--- config.mk ---
export PLATFORM = sky130hd
export DESIGN_NAME = half_adder
export DESIGN_NICKNAME = d
export VERILOG_FILES = /design/src/rtl/half_adder_pkg.sv /design/src/rtl/half_adder_bit.sv /design/src/rtl/half_adder.sv
export SDC_FILE = /design/constraint.sdc
export NUM_CORES = 1
export LEC_CHECK = 0
export ABC_CLOCK_PERIOD_IN_PS = 800
export CAP_MARGIN = 15
export CORE_AREA = 2 2 39 41
export CTS_CLUSTER_DIAMETER = 120
export DETAILED_ROUTE_END_ITERATION = 10
export DIE_AREA = 0 0 41 43
export DONT_BUFFER_PORTS = 1
export PLACE_DENSITY = 0.3
export SYNTH_ARGS = -nofsm -noshare
export SYNTH_HDL_FRONTEND = slang
export SYNTH_SLANG_ARGS = --single-unit
--- constraint.sdc ---
create_clock -name clk -period 0.8 [get_ports clk]
set_input_delay 0.04 -clock clk [delete_from_list [all_inputs] [get_ports clk]]
set_output_delay 0.04 -clock clk [all_outputs]
set_load 0.05 [all_outputs]
--- src/rtl/half_adder_pkg.sv ---
// Shared definitions for the half-adder building block: implementation
// selectors, the 2-bit per-lane result type and the reference lane equation.
package half_adder_pkg;

    // Implementation selectors for the IMPL_STYLE parameter.
    localparam int IMPL_DATAFLOW = 0;
    localparam int IMPL_CASE     = 1;

    // One lane's result. Packed as {carry, sum}, so the 2-bit value
    // always equals a + b for that lane.
    typedef struct packed {
        logic carry;
        logic sum;
    } lane_result_t;

    // Truth-table entries, indexed by the {a,b} input pair.
    localparam lane_result_t HA_RES_00 = '{carry: 1'b0, sum: 1'b0};
    localparam lane_result_t HA_RES_01 = '{carry: 1'b0, sum: 1'b1};
    localparam lane_result_t HA_RES_10 = '{carry: 1'b0, sum: 1'b1};
    localparam lane_result_t HA_RES_11 = '{carry: 1'b1, sum: 1'b0};

    // Dataflow form of a single lane.
    function automatic lane_result_t ha_eval(input logic a, input logic b);
        lane_result_t r;
        r.sum   = a ^ b;
        r.carry = a & b;
        return r;
    endfunction

endpackage

--- src/rtl/half_adder_bit.sv ---
// Single half-adder lane. IMPL_STYLE picks between the dataflow equations and
// an explicit truth table; both give identical results for 0/1 inputs.
module half_adder_bit
    import half_adder_pkg::*;
#(
    parameter int IMPL_STYLE = IMPL_DATAFLOW
)
(
    input  logic a,
    input  logic b,
    output logic sum,
    output logic carry
);

    lane_result_t res;

    generate
        if (IMPL_STYLE == IMPL_CASE) begin : g_case
            // Truth-table lookup; an unknown input pair yields an unknown result
            // so X/Z stays confined to this lane.
            always_comb begin
                case ({a, b})
                    2'b00:   res = HA_RES_00;
                    2'b01:   res = HA_RES_01;
                    2'b10:   res = HA_RES_10;
                    2'b11:   res = HA_RES_11;
                    default: res = lane_result_t'(2'bxx);
                endcase
            end
        end else begin : g_dataflow
            assign res = ha_eval(a, b);
        end
    endgenerate

    assign sum   = res.sum;
    assign carry = res.carry;

endmodule

--- src/rtl/half_adder.sv ---
// Bit-parallel half adder: WIDTH independent lanes with same-cycle
// combinational outputs plus a one-cycle registered copy qualified by a
// valid flag. Reset clears only the registered path.
module half_adder
    import half_adder_pkg::*;
#(
    parameter int WIDTH      = 1,
    parameter int IMPL_STYLE = IMPL_DATAFLOW
)
(
    input  logic             clk,
    input  logic             rst,
    input  logic [WIDTH-1:0] a,
    input  logic [WIDTH-1:0] b,
    input  logic             in_valid,
    output logic [WIDTH-1:0] sum,
    output logic [WIDTH-1:0] carry,
    output logic [WIDTH-1:0] sum_q,
    output logic [WIDTH-1:0] carry_q,
    output logic             out_valid
);

    logic [WIDTH-1:0] sum_comb;
    logic [WIDTH-1:0] carry_comb;

    logic [WIDTH-1:0] sum_reg;
    logic [WIDTH-1:0] sum_next;
    logic [WIDTH-1:0] carry_reg;
    logic [WIDTH-1:0] carry_next;
    logic             valid_reg;

    // One lane instance per bit; lanes never exchange carries.
    generate
        for (genvar gi = 0; gi < WIDTH; gi++) begin : g_lane
            half_adder_bit #(
                .IMPL_STYLE (IMPL_STYLE)
            ) u_bit (
                .a     (a[gi]),
                .b     (b[gi]),
                .sum   (sum_comb[gi]),
                .carry (carry_comb[gi])
            );
        end
    endgenerate

    // Capture a new result only when the inputs are qualified; otherwise hold.
    always_comb begin
        sum_next   = sum_reg;
        carry_next = carry_reg;
        if (in_valid) begin
            sum_next   = sum_comb;
            carry_next = carry_comb;
        end
    end

    // Output register stage; reset wins over in_valid and drops any in-flight result.
    always_ff @(posedge clk) begin
        if (rst) begin
            sum_reg   <= '0;
            carry_reg <= '0;
            valid_reg <= 1'b0;
        end else begin
            sum_reg   <= sum_next;
            carry_reg <= carry_next;
            valid_reg <= in_valid;
        end
    end

    assign sum       = sum_comb;
    assign carry     = carry_comb;
    assign sum_q     = sum_reg;
    assign carry_q   = carry_reg;
    assign out_valid = valid_reg;

endmodule

### Word level (Yosys, flattened, before mapping)

Index checks and enable logic that the tools add are counted.
Widths: inputs -> output; s select.

* bitwise operators: 2

Operators by type and width (number)
* $and 1x1->1: 1
* $xor 1x1->1: 1

* register bits after elaboration: 3
* input bits: 5
* output and inout port bits: 5
* word-level logic and storage cells: 5

### Longest topological paths before layout

Gate-level depths: netlist of run 1.

* depth after elaboration: 1
* mapped depth: 3
* depth with buffers taken out: 3

### Modules after synthesis

From an unflattened synthesis of run 1, not the netlist that was laid out.

* cell total of the unflattened synthesis: 9
* area, all modules: 106.4 um^2

Modules (own cells, without submodules)
* half_adder: area an instance 93.8 um^2, cells each 8, instances 1, sequential area each 60.1 um^2
* half_adder_bit: area an instance 12.5 um^2, cells each 1, instances 1, sequential area each 0.0 um^2

### Worst setup path before layout of run 1

No wires, ideal clock.

* path type: flip-flop to flip-flop
* from: register, netlist name carry_q
* to: register carry_reg, in the netlist carry_q
* period minus slack after synthesis: 0.885 ns
* arrival time: 0.819 ns
* setup slack: -0.085 ns
* cell stages (with the launch flop): 3
* path through: dfxtp_1 -> mux2i_1 -> nor2_1

RTL lines
* end signal: assignment: RTL line half_adder.sv:64 `carry_reg <= carry_next;`
* end: declaration: RTL line half_adder.sv:28 `logic [WIDTH-1:0] carry_reg;`

### Worst setup path after layout of run 1

* from: register carry_reg, in the netlist carry_q
* to: output carry_q

RTL lines
* end: declaration: RTL line half_adder.sv:19 `output logic [WIDTH-1:0] carry_q,`

No word-level cell between the ends.

==> summary.txt, run 1 <==
Layout
  – Commonest non-fill, non-tap cell in the layout: buf_4
  – Cell area after layout: approximately 220 µm²
  – Final core occ: 0.160
  – Fillers: 161
  – Most frequent cells in the layout: 4 x buf_4, 3 x clkbuf_4, 2 x mux2i_1, 2 x nor2_1, 2 x dfxtp_2
  – Synth-to-layout area growth: 108%
  – N_diodes: 0
  – Fraction of layout cells with a size suffix above 1: 0.550
  – Fin nets: 27

Pwr
  – Switching share of power: 0.285
  – LEAKAGE: about 0.00011 µW
  – Clk pwr share: 0.480
  – Reg power frac: 0.302
  – Cell Pwr Density: 2460 mW/mm²
  – Gate power share: 0.218
  – Switching power: 155 µW
  – Int Power: 389 µW
  – Max IR drop VDD: approximately 0.00046 V

Yosys
  – Sequential-to-total area share from yosys stat: 0.565
  – Cells after Synth: 9
  – YS warnings: 0
  – Seq cells post-synth: 3
  – Syn Area/Cell: about 12 µm²
  – Synthesized area: roughly 110 µm²
  – Mapped Nets: 15
  – Distinct cells, synth: 5

Route
  – Vias: between 100 and 150
  – DR vias/cell: ~2.8
  – Initial DRT Pass Iterations: 1
  – DRT Wirelength: between 200 and 300 µm
  – Post-DRT Antenna Nets: 0
  – Final routed DRC violation total: 0
  – WL/cell: just under 8 µm
  – Drt initial violations: 0

GRT
  – Grt ovf: 0
  – Global Route Usage Sum: 0.0441
  – Initial antenna violation count: 0
  – First-pass GRT wire length: 407 µm
  – Vias in the first global route: 106
  – Largest net degree at the start of global routing: 4

Floorplan
  – Core ar.: about 0.0014 mm²
  – Die Height: between 40 and 50 µm
  – Ports: 10
  – Initial Utilization: 0.0769
  – Floorplan row count: 14
  – Chip width: 41 µm
  – Die area: ~0.0018 mm²

Worst setup path
  – Worst Path Required: between 0.7 and 0.8 ns
  – Reg2reg start: sum_q$_SDFFE_PP0P_
  – Register-to-Register Path Depth: 2
  – CP cell instances: buf_4
  – Slowest stage cell, crit path: dfxtp_2
  – Largest stage delay on the critical path: around 0.31 ns
  – FF-to-FF setup slack: 0.21 ns
  – Critical path class: flip-flop to output port
  – Worst Setup SP: carry_q$_SDFFE_PP0P_
  – CP arrival: ~0.73 ns
  – CP Buf/Inv Count: 1
  – CP top delay family: flip-flops
  – Crit. End Element: output port
  – Capture point of the worst reg-to-reg path: sum_q$_SDFFE_PP0P_
  – Worst setup SP type: flip-flop
  – Worst-path fanout max: 2

STA
  – Clock skew: 0 ns
  – Slew margin rel.: 0.889
  – Period utilisation layout: 0.963
  – Unrepaired setup endpoints after global routing: false
  – Worst-margin pin slew: approximately 0.17 ns
  – Max-slew violations: 0
  – Post-layout min period: between 0.7 and 0.8 ns
  – Hold Vio Cnt, Final: 0
  – Maximum clock rate: 1300 MHz
  – Setup TNS: 0 ns
  – Final Setup Violations: 0

Worst hold path
  – Worst Hold Launch: b
  – Hold-critical path endpoint: sum_q$_SDFFE_PP0P_
  – Hold Crit Depth: 3
  – HP Class: input port to flip-flop

Clock tree
  – Buffer count from post-CTS setup fixing: 0
  – CTS root buffer: clkbuf_4
  – Clk slew on worst S/H paths: 0.04 ns
  – CTS tree: yes
  – Clock Path Buffers: 2
  – Worst skew pair latency: roughly 0.23 ns
  – CTS Sinks: 3
  – CTS Buf Count: 3
  – Max H-tree Level: 1

Placed design
  – Placer Congestion: about 0.46
  – IO Port Bufs: 0
  – Placed cell area: approximately 170 µm²

Run status
  – Outcome: finished clean

Job
  – Max_cap viols: 0
-- area by class of cell --
cell class / count / area, µm² / area share
repair buffers: 7 / 63.8 / 0.288
flip-flops and latches: 3 / 62.6 / 0.282
well taps: 16 / 20.0 / 0.0904
clock buffers: 4 / 26.3 / 0.119
multi-input cells: 6 / 48.8 / 0.220
-- metal layers --
| layer | wire length [µm] | global-route usage |
|---|---|---|
| met5 | 0 | 0 |
| met4 | 0 | 0.0600 |
| met3 | 89 | 0.0681 |
| met2 | 67 | 0.0219 |
| met1 | 123 | 0.0481 |
-- worst max path at each step --
stage                               to  slack [ns]  cells after the start
detailed placement  sum_q$_SDFFE_PP0P_        0.20                      3
global placement    sum_q$_SDFFE_PP0P_        0.20                      3
CTS                              sum_q       0.006                      1
floorplan           sum_q$_SDFFE_PP0P_        0.03                      3
global route                   carry_q      0.0009                      1
finish                         carry_q        0.03                      1
-- state kept, by name, indices dropped and copies added (netlist names) --
| name | flops |
|---|---|
| out_valid | 1 |
| sum_q | 1 |
| carry_q | 1 |
-- power by group through the flow --
stage	logic (µW)	registers, µW	clock network [µW]
after floorplan	51.9	196	0
after global placement	104	166	0
after detailed placement	105	166	0
after CTS	116	164	281
after global routing	127	165	292
final	118	165	261
-- logic make-up (layout without fill, tap and decap cells) --
logic type    count (synthesis)  count (layout)  synth area share
flops                         3               3             0.565
simple gates                  3               3             0.129
mux                           2               2             0.188
fa+ha+maj                     1               1             0.118
buf+inv                       0              11                 0
-- metrics by stage --
step           hold slack (ns)  worst slack [ns]  cells  power [µW]
2_1_floorplan            0.105            0.0326      9         248
3_3_place_gp             0.106             0.197     30         271
3_5_place_dp             0.108             0.196     30         271
4_1_cts                  0.107           0.00579     36         561
5_1_grt                  0.150          0.000913     36         584
6_report                 0.114            0.0299     36         544
-- cells in the mapped netlist --
cell / count / area [µm²]
nor2b_1: 1 / 6.26
mux2i_1: 2 / 20.0
nor2_1: 2 / 7.51
ha_1: 1 / 12.5
dfxtp_1: 3 / 60.1
-- repair_timing --
| action | CTS | global route |
|---|---|---|
| endpoints found under the hold margin | 3 | 0 |
| hold buffers | 2 | 0 |
| setup endpoints to repair | 0 | 3 |
| resized for setup | 0 | 2 |
(Power assumes the default switching activity.)
==> run 2, diff against run 1 <==
Settings changed: SETUP_SLACK_MARGIN set to 0.2.
==> summary.txt, run 2 (synthesis gave the netlist of run 1 again) <==
Run status
  – Outcome: finished, violations left
  – Failing checks: negative hold slack

Worst setup path
  – Reg2reg start: carry_q$_SDFFE_PP0P_
  – Critical path class: flip-flop to output port
  – Instance count on the critical path: 1 (unchanged)
  – CP cell instances: buf_8
  – Worst-path fanout max: 2 (unchanged)
  – Crit. End Element: output port
  – FF-to-FF setup slack: 0.18 ns (-0.03 ns)
  – CP Buf/Inv Count: 1 (unchanged)
  – CP arrival: 0.71 ns (-0.02 ns)
  – CP top delay family: flip-flops
  – Capture point of the worst reg-to-reg path: carry_q$_SDFFE_PP0P_
  – Largest stage delay on the critical path: 0.34 ns (+0.03 ns)
  – Worst setup SP type: flip-flop
  – Worst Path Required: 0.76 ns (about the same)
  – Register-to-Register Path Depth: 2 (unchanged)
  – Slowest stage cell, crit path: dfxtp_4

Layout
  – Storage element area: 71.3 µm² (+14%)
  – Synth-to-layout area growth: 111%
  – N_diodes: 0 (unchanged)
  – Fraction of layout cells with a size suffix above 1: 0.588 (+0.0382)
  – Fillers: 155 (-3.7%)
  – Finished Layout Cells: 33 (-8.3%)
  – Most frequent cells in the layout: 3 x dfxtp_4, 3 x clkbuf_4, 2 x mux2i_1, 2 x nor2_1, 2 x buf_8
  – Area of the multi-input gates: 58.8 µm² (+21%)
  – Fin nets: 24 (-11%)

Pwr
  – Total power: 542 µW (-0.29%)
  – Max IR drop VDD: 0.000315 V (-31%)
  – LEAKAGE: 0.0000904 µW (-16%)
  – Cell Pwr Density: 2420 mW/mm² (-1.4%)

GRT
  – Grt met3 use: 0 (-0.0681)
  – Grt ovf: 0 (unchanged)
  – Met1 Usage GRT: 0.0222 (-0.0259)
  – Global routing usage on met2: 0.0406 (+0.0188)
  – Global Route Usage Sum: 0.0350 (-0.00913)
  – First-pass GRT wire length: 324 µm (-20%)
  – Most used routing layer: met4
  – Vias in the first global route: 108 (+1.9%)
  – Initial antenna violation count: 0 (unchanged)
  – Largest net degree at the start of global routing: 4 (unchanged)

Clock tree
  – CTS Buf Count: 3 (unchanged)
  – Buffer count from post-CTS setup fixing: 0 (unchanged)
  – Clk slew on worst S/H paths: 0.04 ns (about the same)
  – CTS root buffer: clkbuf_4
  – CTS Sinks: 3 (unchanged)
  – Max H-tree Level: 1 (unchanged)
  – Clock Path Buffers: 2 (unchanged)
  – CTS tree: yes
  – Post-CTS Hold Fix Bufs: 1 (-1)
  – Worst skew pair latency: 0.23 ns (about the same)

Route
  – Final routed DRC violation total: 0 (unchanged)
  – DR vias/cell: 2.76 (-2.7%)
  – DRT Wirelength: 254 µm (-9.3%)
  – Drt initial violations: 0 (unchanged)
  – Initial DRT Pass Iterations: 1 (unchanged)
  – Post-DRT Antenna Nets: 0 (unchanged)
  – WL/cell: 7.70 µm (-1.0%)
  – Vias: 91 (-11%)

Placed design
  – Placer Congestion: 0.423 (-8.0%)
  – Placed Instances: 28 (-6.7%)
  – Post-DP HPWL: 218 µm
  – DP Worst Slack: 0.184 ns (-0.0124 ns)
  – IO Port Bufs: 0 (unchanged)

STA
  – Hold Vio Cnt, Final: 3 (+3)
  – Worst-margin pin slew: 0.170 ns (+0.00320 ns)
  – Slew margin rel.: 0.886 (-0.00213)
  – Fin worst setup slack: 0.0466 ns (+0.0167 ns)
  – Post-layout min period: 0.753 ns (-0.0167 ns)
  – Final Setup Violations: 0 (unchanged)
  – Maximum clock rate: 1330 MHz (+2.2%)
  – Period utilisation layout: 0.942 (-0.0209)
  – Max-slew violations: 0 (unchanged)
  – Clock skew: 0 ns (unchanged)
  – WHS: -0.0596 ns (-0.174 ns)
  – Unrepaired setup endpoints after global routing: true
  – Setup TNS: 0 ns (unchanged)

Worst hold path
  – HP Class: input port to flip-flop
  – Hold Crit Depth: 1 (-2)
  – Worst Hold Launch: in_valid
  – Hold-critical path endpoint: out_valid$_SDFF_PP0_

Floorplan
  – Chip width: 41 µm (unchanged)
  – Floorplan row count: 14 (unchanged)
  – Core ar.: 0.00138 mm² (unchanged)
  – Die area: 0.00176 mm² (unchanged)
  – Ports: 10 (unchanged)
  – Initial Utilization: 0.0769 (unchanged)
  – Die Height: 43 µm (unchanged)

Job
  – Max_cap viols: 0 (unchanged)
run 2: cell types whose count changed in the layout (fill, tap and decap cells not counted), moves of 2 or more:
cell	delta
dfxtp_4	+3
buf_4	-3
buf_8	+2
dfxtp_2	-2
run 2: layer usage:
metal  vias up  share of wire
met3         0          0.067
li1         45              -
met2         5           0.57
met4         0              0
met1        41           0.36
met5         -              0
run 2: timing repair:
action / CTS / global route
setup endpoints to repair: 5 / 5
endpoints found under the hold margin: 3 / 3
gates resized for setup: 5 / 0
run 2: worst max-delay path by stage:
stage	slack, ns	startpoint	end
global placement	0.20	sum_q$_SDFFE_PP0P_	sum_q$_SDFFE_PP0P_
global route	0.03	sum_q$_SDFFE_PP0P_	sum_q
floorplan	0.14	sum_q$_SDFFE_PP0P_	sum_q$_SDFFE_PP0P_
finish	0.05	carry_q$_SDFFE_PP0P_	carry_q
CTS	0.04	carry_q$_SDFFE_PP0P_	carry_q
detailed placement	0.18	carry_q$_SDFFE_PP0P_	carry_q$_SDFFE_PP0P_
run 2: final cells by class:
type / count / share of cell area
Tap cell: 16 / 0.0894
Timing Repair Buffer: 4 / 0.212
Multi-Input combinational cell: 6 / 0.263
Sequential cell: 3 / 0.318
Clock buffer: 4 / 0.117
run 2: power by group:
part | switching [µW] | total (µW) | internal [µW] | leakage [µW]
Sequential | 15.4 | 171 | 156 | 0.0000267
Combinational | 62.5 | 107 | 44.5 | 0.0000487
Clock | 77.5 | 264 | 187 | 0.0000150
run 2: per-stage QoR:
step / cell area (µm²) / utilization
after global routing: 224 / 0.162
after floorplan: 128 / -
after detailed placement: 170 / 0.123
after CTS: 224 / 0.162
final: 224 / 0.162
after global placement: 170 / 0.123
==> run 3, diff against run 2 <==
Settings changed: ABC_CLOCK_PERIOD_IN_PS 800 to 950, CAP_MARGIN 15 to unset, CTS_CLUSTER_DIAMETER 120 to unset.
Clock period 0.8 ns to 0.95 ns, I/O delays scaled along.
==> summary.txt, run 3 (synthesis gave the netlist of run 1 again) <==
Run status
  – Outcome: finished, violations left
  – Failing checks: negative hold slack

GRT
  – Initial antenna violation count: 0 (unchanged)
  – Grt met3 use: 0.115 (+0.115)
  – Vias in the first global route: 118 (+9.3%)
  – Global Route Usage Sum: 0.0541 (+0.0191)
  – Largest net degree at the start of global routing: 4 (unchanged)
  – Global routing usage on met2: 0.0344 (-0.00625)
  – Most used routing layer: met3
  – Met1 Usage GRT: 0.0478 (+0.0255)
  – Grt ovf: 0 (unchanged)
  – First-pass GRT wire length: 489 µm (+51%)

Floorplan
  – Chip width: 41 µm (unchanged)
  – Floorplan row count: 14 (unchanged)
  – Core ar.: 0.00138 mm² (unchanged)
  – Die Height: 43 µm (unchanged)
  – Ports: 10 (unchanged)
  – Die area: 0.00176 mm² (unchanged)
  – Initial Utilization: 0.0769 (unchanged)

Route
  – DRT Wirelength: 288 µm (+13%)
  – Initial DRT Pass Iterations: 1 (unchanged)
  – Drt initial violations: 0 (unchanged)
  – WL/cell: 8.00 µm (+3.9%)
  – Post-DRT Antenna Nets: 0 (unchanged)
  – Final routed DRC violation total: 0 (unchanged)
  – DR vias/cell: 2.86 (+3.8%)
  – Vias: 103 (+13%)

Pwr
  – Max IR drop VDD: 0.000546 V (+73%)
  – Cell Pwr Density: 1950 mW/mm² (-19%)
  – LEAKAGE: 0.000104 µW (+16%)

Worst hold path
  – HP Class: input port to flip-flop

Worst setup path
  – Critical Path End: sum_q
  – Register-to-Register Path Depth: 2 (unchanged)
  – Crit. End Element: output port
  – Worst Path Required: 0.90 ns (+0.14 ns)
  – Critical path class: flip-flop to output port
  – Largest stage delay on the critical path: 0.33 ns (about the same)
  – Instance count on the critical path: 1 (unchanged)
  – CP cell instances: buf_8
  – FF-to-FF setup slack: 0.34 ns (+0.16 ns)
  – CP arrival: 0.71 ns (about the same)
  – Reg2reg start: sum_q$_SDFFE_PP0P_
  – Capture point of the worst reg-to-reg path: sum_q$_SDFFE_PP0P_
  – Worst setup SP type: flip-flop
  – Worst Setup SP: sum_q$_SDFFE_PP0P_
  – CP Buf/Inv Count: 1 (unchanged)
  – Slowest stage cell, crit path: dfxtp_2
  – Worst-path fanout max: 2 (unchanged)
  – CP top delay family: flip-flops

STA
  – Setup TNS: 0 ns (unchanged)
  – Worst-margin pin slew: 0.126 ns (-0.0445 ns)
  – Clock skew: 0 ns (unchanged)
  – Period utilisation layout: 0.794
  – Fin worst setup slack: 0.196 ns (+0.149 ns)
  – Max-slew violations: 0 (unchanged)
  – WHS: -0.0172 ns (+0.0424 ns)
  – Slew margin rel.: 0.914 (+0.0273)
  – Hold Vio Cnt, Final: 1 (-2)
  – Final Setup Violations: 0 (unchanged)
  – Post-layout min period: about 0.75 ns
  – Unrepaired setup endpoints after global routing: true
  – Maximum clock rate: around 1300 MHz

Layout
  – Cell area after layout: 239 µm² (+6.7%)
  – Most frequent cells in the layout: 3 x dfxtp_2, 3 x clkbuf_4, 3 x buf_8
  – Fillers: 151 (-2.6%)
  – Synth-to-layout area growth: 125%
  – N_diodes: 0 (unchanged)
  – Fraction of layout cells with a size suffix above 1: 0.600 (+0.0118)
  – Finished Layout Cells: 36 (+9.1%)
  – Fin nets: 27 (+13%)

Clock tree
  – Clock Path Buffers: 2 (unchanged)
  – Max H-tree Level: 1 (unchanged)
  – CTS Sinks: 3 (unchanged)
  – CTS Buf Count: 3 (unchanged)
  – CTS root buffer: clkbuf_4
  – Buffer count from post-CTS setup fixing: 0 (unchanged)
  – CTS tree: yes
  – Worst skew pair latency: 0.23 ns (about the same)
  – Clk slew on worst S/H paths: 0.04 ns (about the same)

Placed design
  – Placed Instances: 30 (+7.1%)
  – IO Port Bufs: 0 (unchanged)
  – Placed cell area: 168 µm² (-1.5%)
  – DP Worst Slack: 0.323 ns (+0.139 ns)
  – Placer Congestion: 0.463 (+9.5%)

Job
  – Max_cap viols: 0 (unchanged)
run 3: per-layer routing:
layer | vias up | part of all wire
li1 | 52 | -
met1 | 37 | 0.44
met2 | 12 | 0.19
met3 | 2 | 0.34
met4 | 0 | 0.021
met5 | - | 0
run 3: layout make-up:
cell class | instances | area (µm²) | share of cell area
clock buffers | 4 | 26.3 | 0.110
well taps | 16 | 20.0 | 0.0838
multi-input cells | 6 | 48.8 | 0.204
repair buffers | 7 | 80.1 | 0.335
flip-flops and latches | 3 | 63.8 | 0.267
run 3: per-stage QoR:
step	util	total power [µW]
after global placement	0.121	228
after global routing	0.173	508
after CTS	0.163	476
after detailed placement	0.121	228
after floorplan	-	208
final	0.173	466
run 3: what timing repair did:
action / 4_1_cts / 5_1_grt
hold buffers: 1 / 1
resized for setup: 7 / 1
hold endpoints to repair: 3 / 2
setup endpoints to repair: 3 / 3
run 3: worst min path at each step:
stage                     startpoint              endpoint  depth (start not counted)
after floorplan                  rst  carry_q$_SDFFE_PP0P_                          1
after global placement           rst  carry_q$_SDFFE_PP0P_                          1
after detailed placement         rst  carry_q$_SDFFE_PP0P_                          1
after CTS                   in_valid  out_valid$_SDFF_PP0_                          1
after global routing        in_valid    sum_q$_SDFFE_PP0P_                          2
final                       in_valid    sum_q$_SDFFE_PP0P_                          2
run 3: power by group:
part	switching [µW]	leakage, µW	internal [µW]
Clock	61.5	0.0000150	157
Combinational	64.0	0.0000637	42.7
Sequential	5.50	0.0000258	136
Total	131	0.000104	335
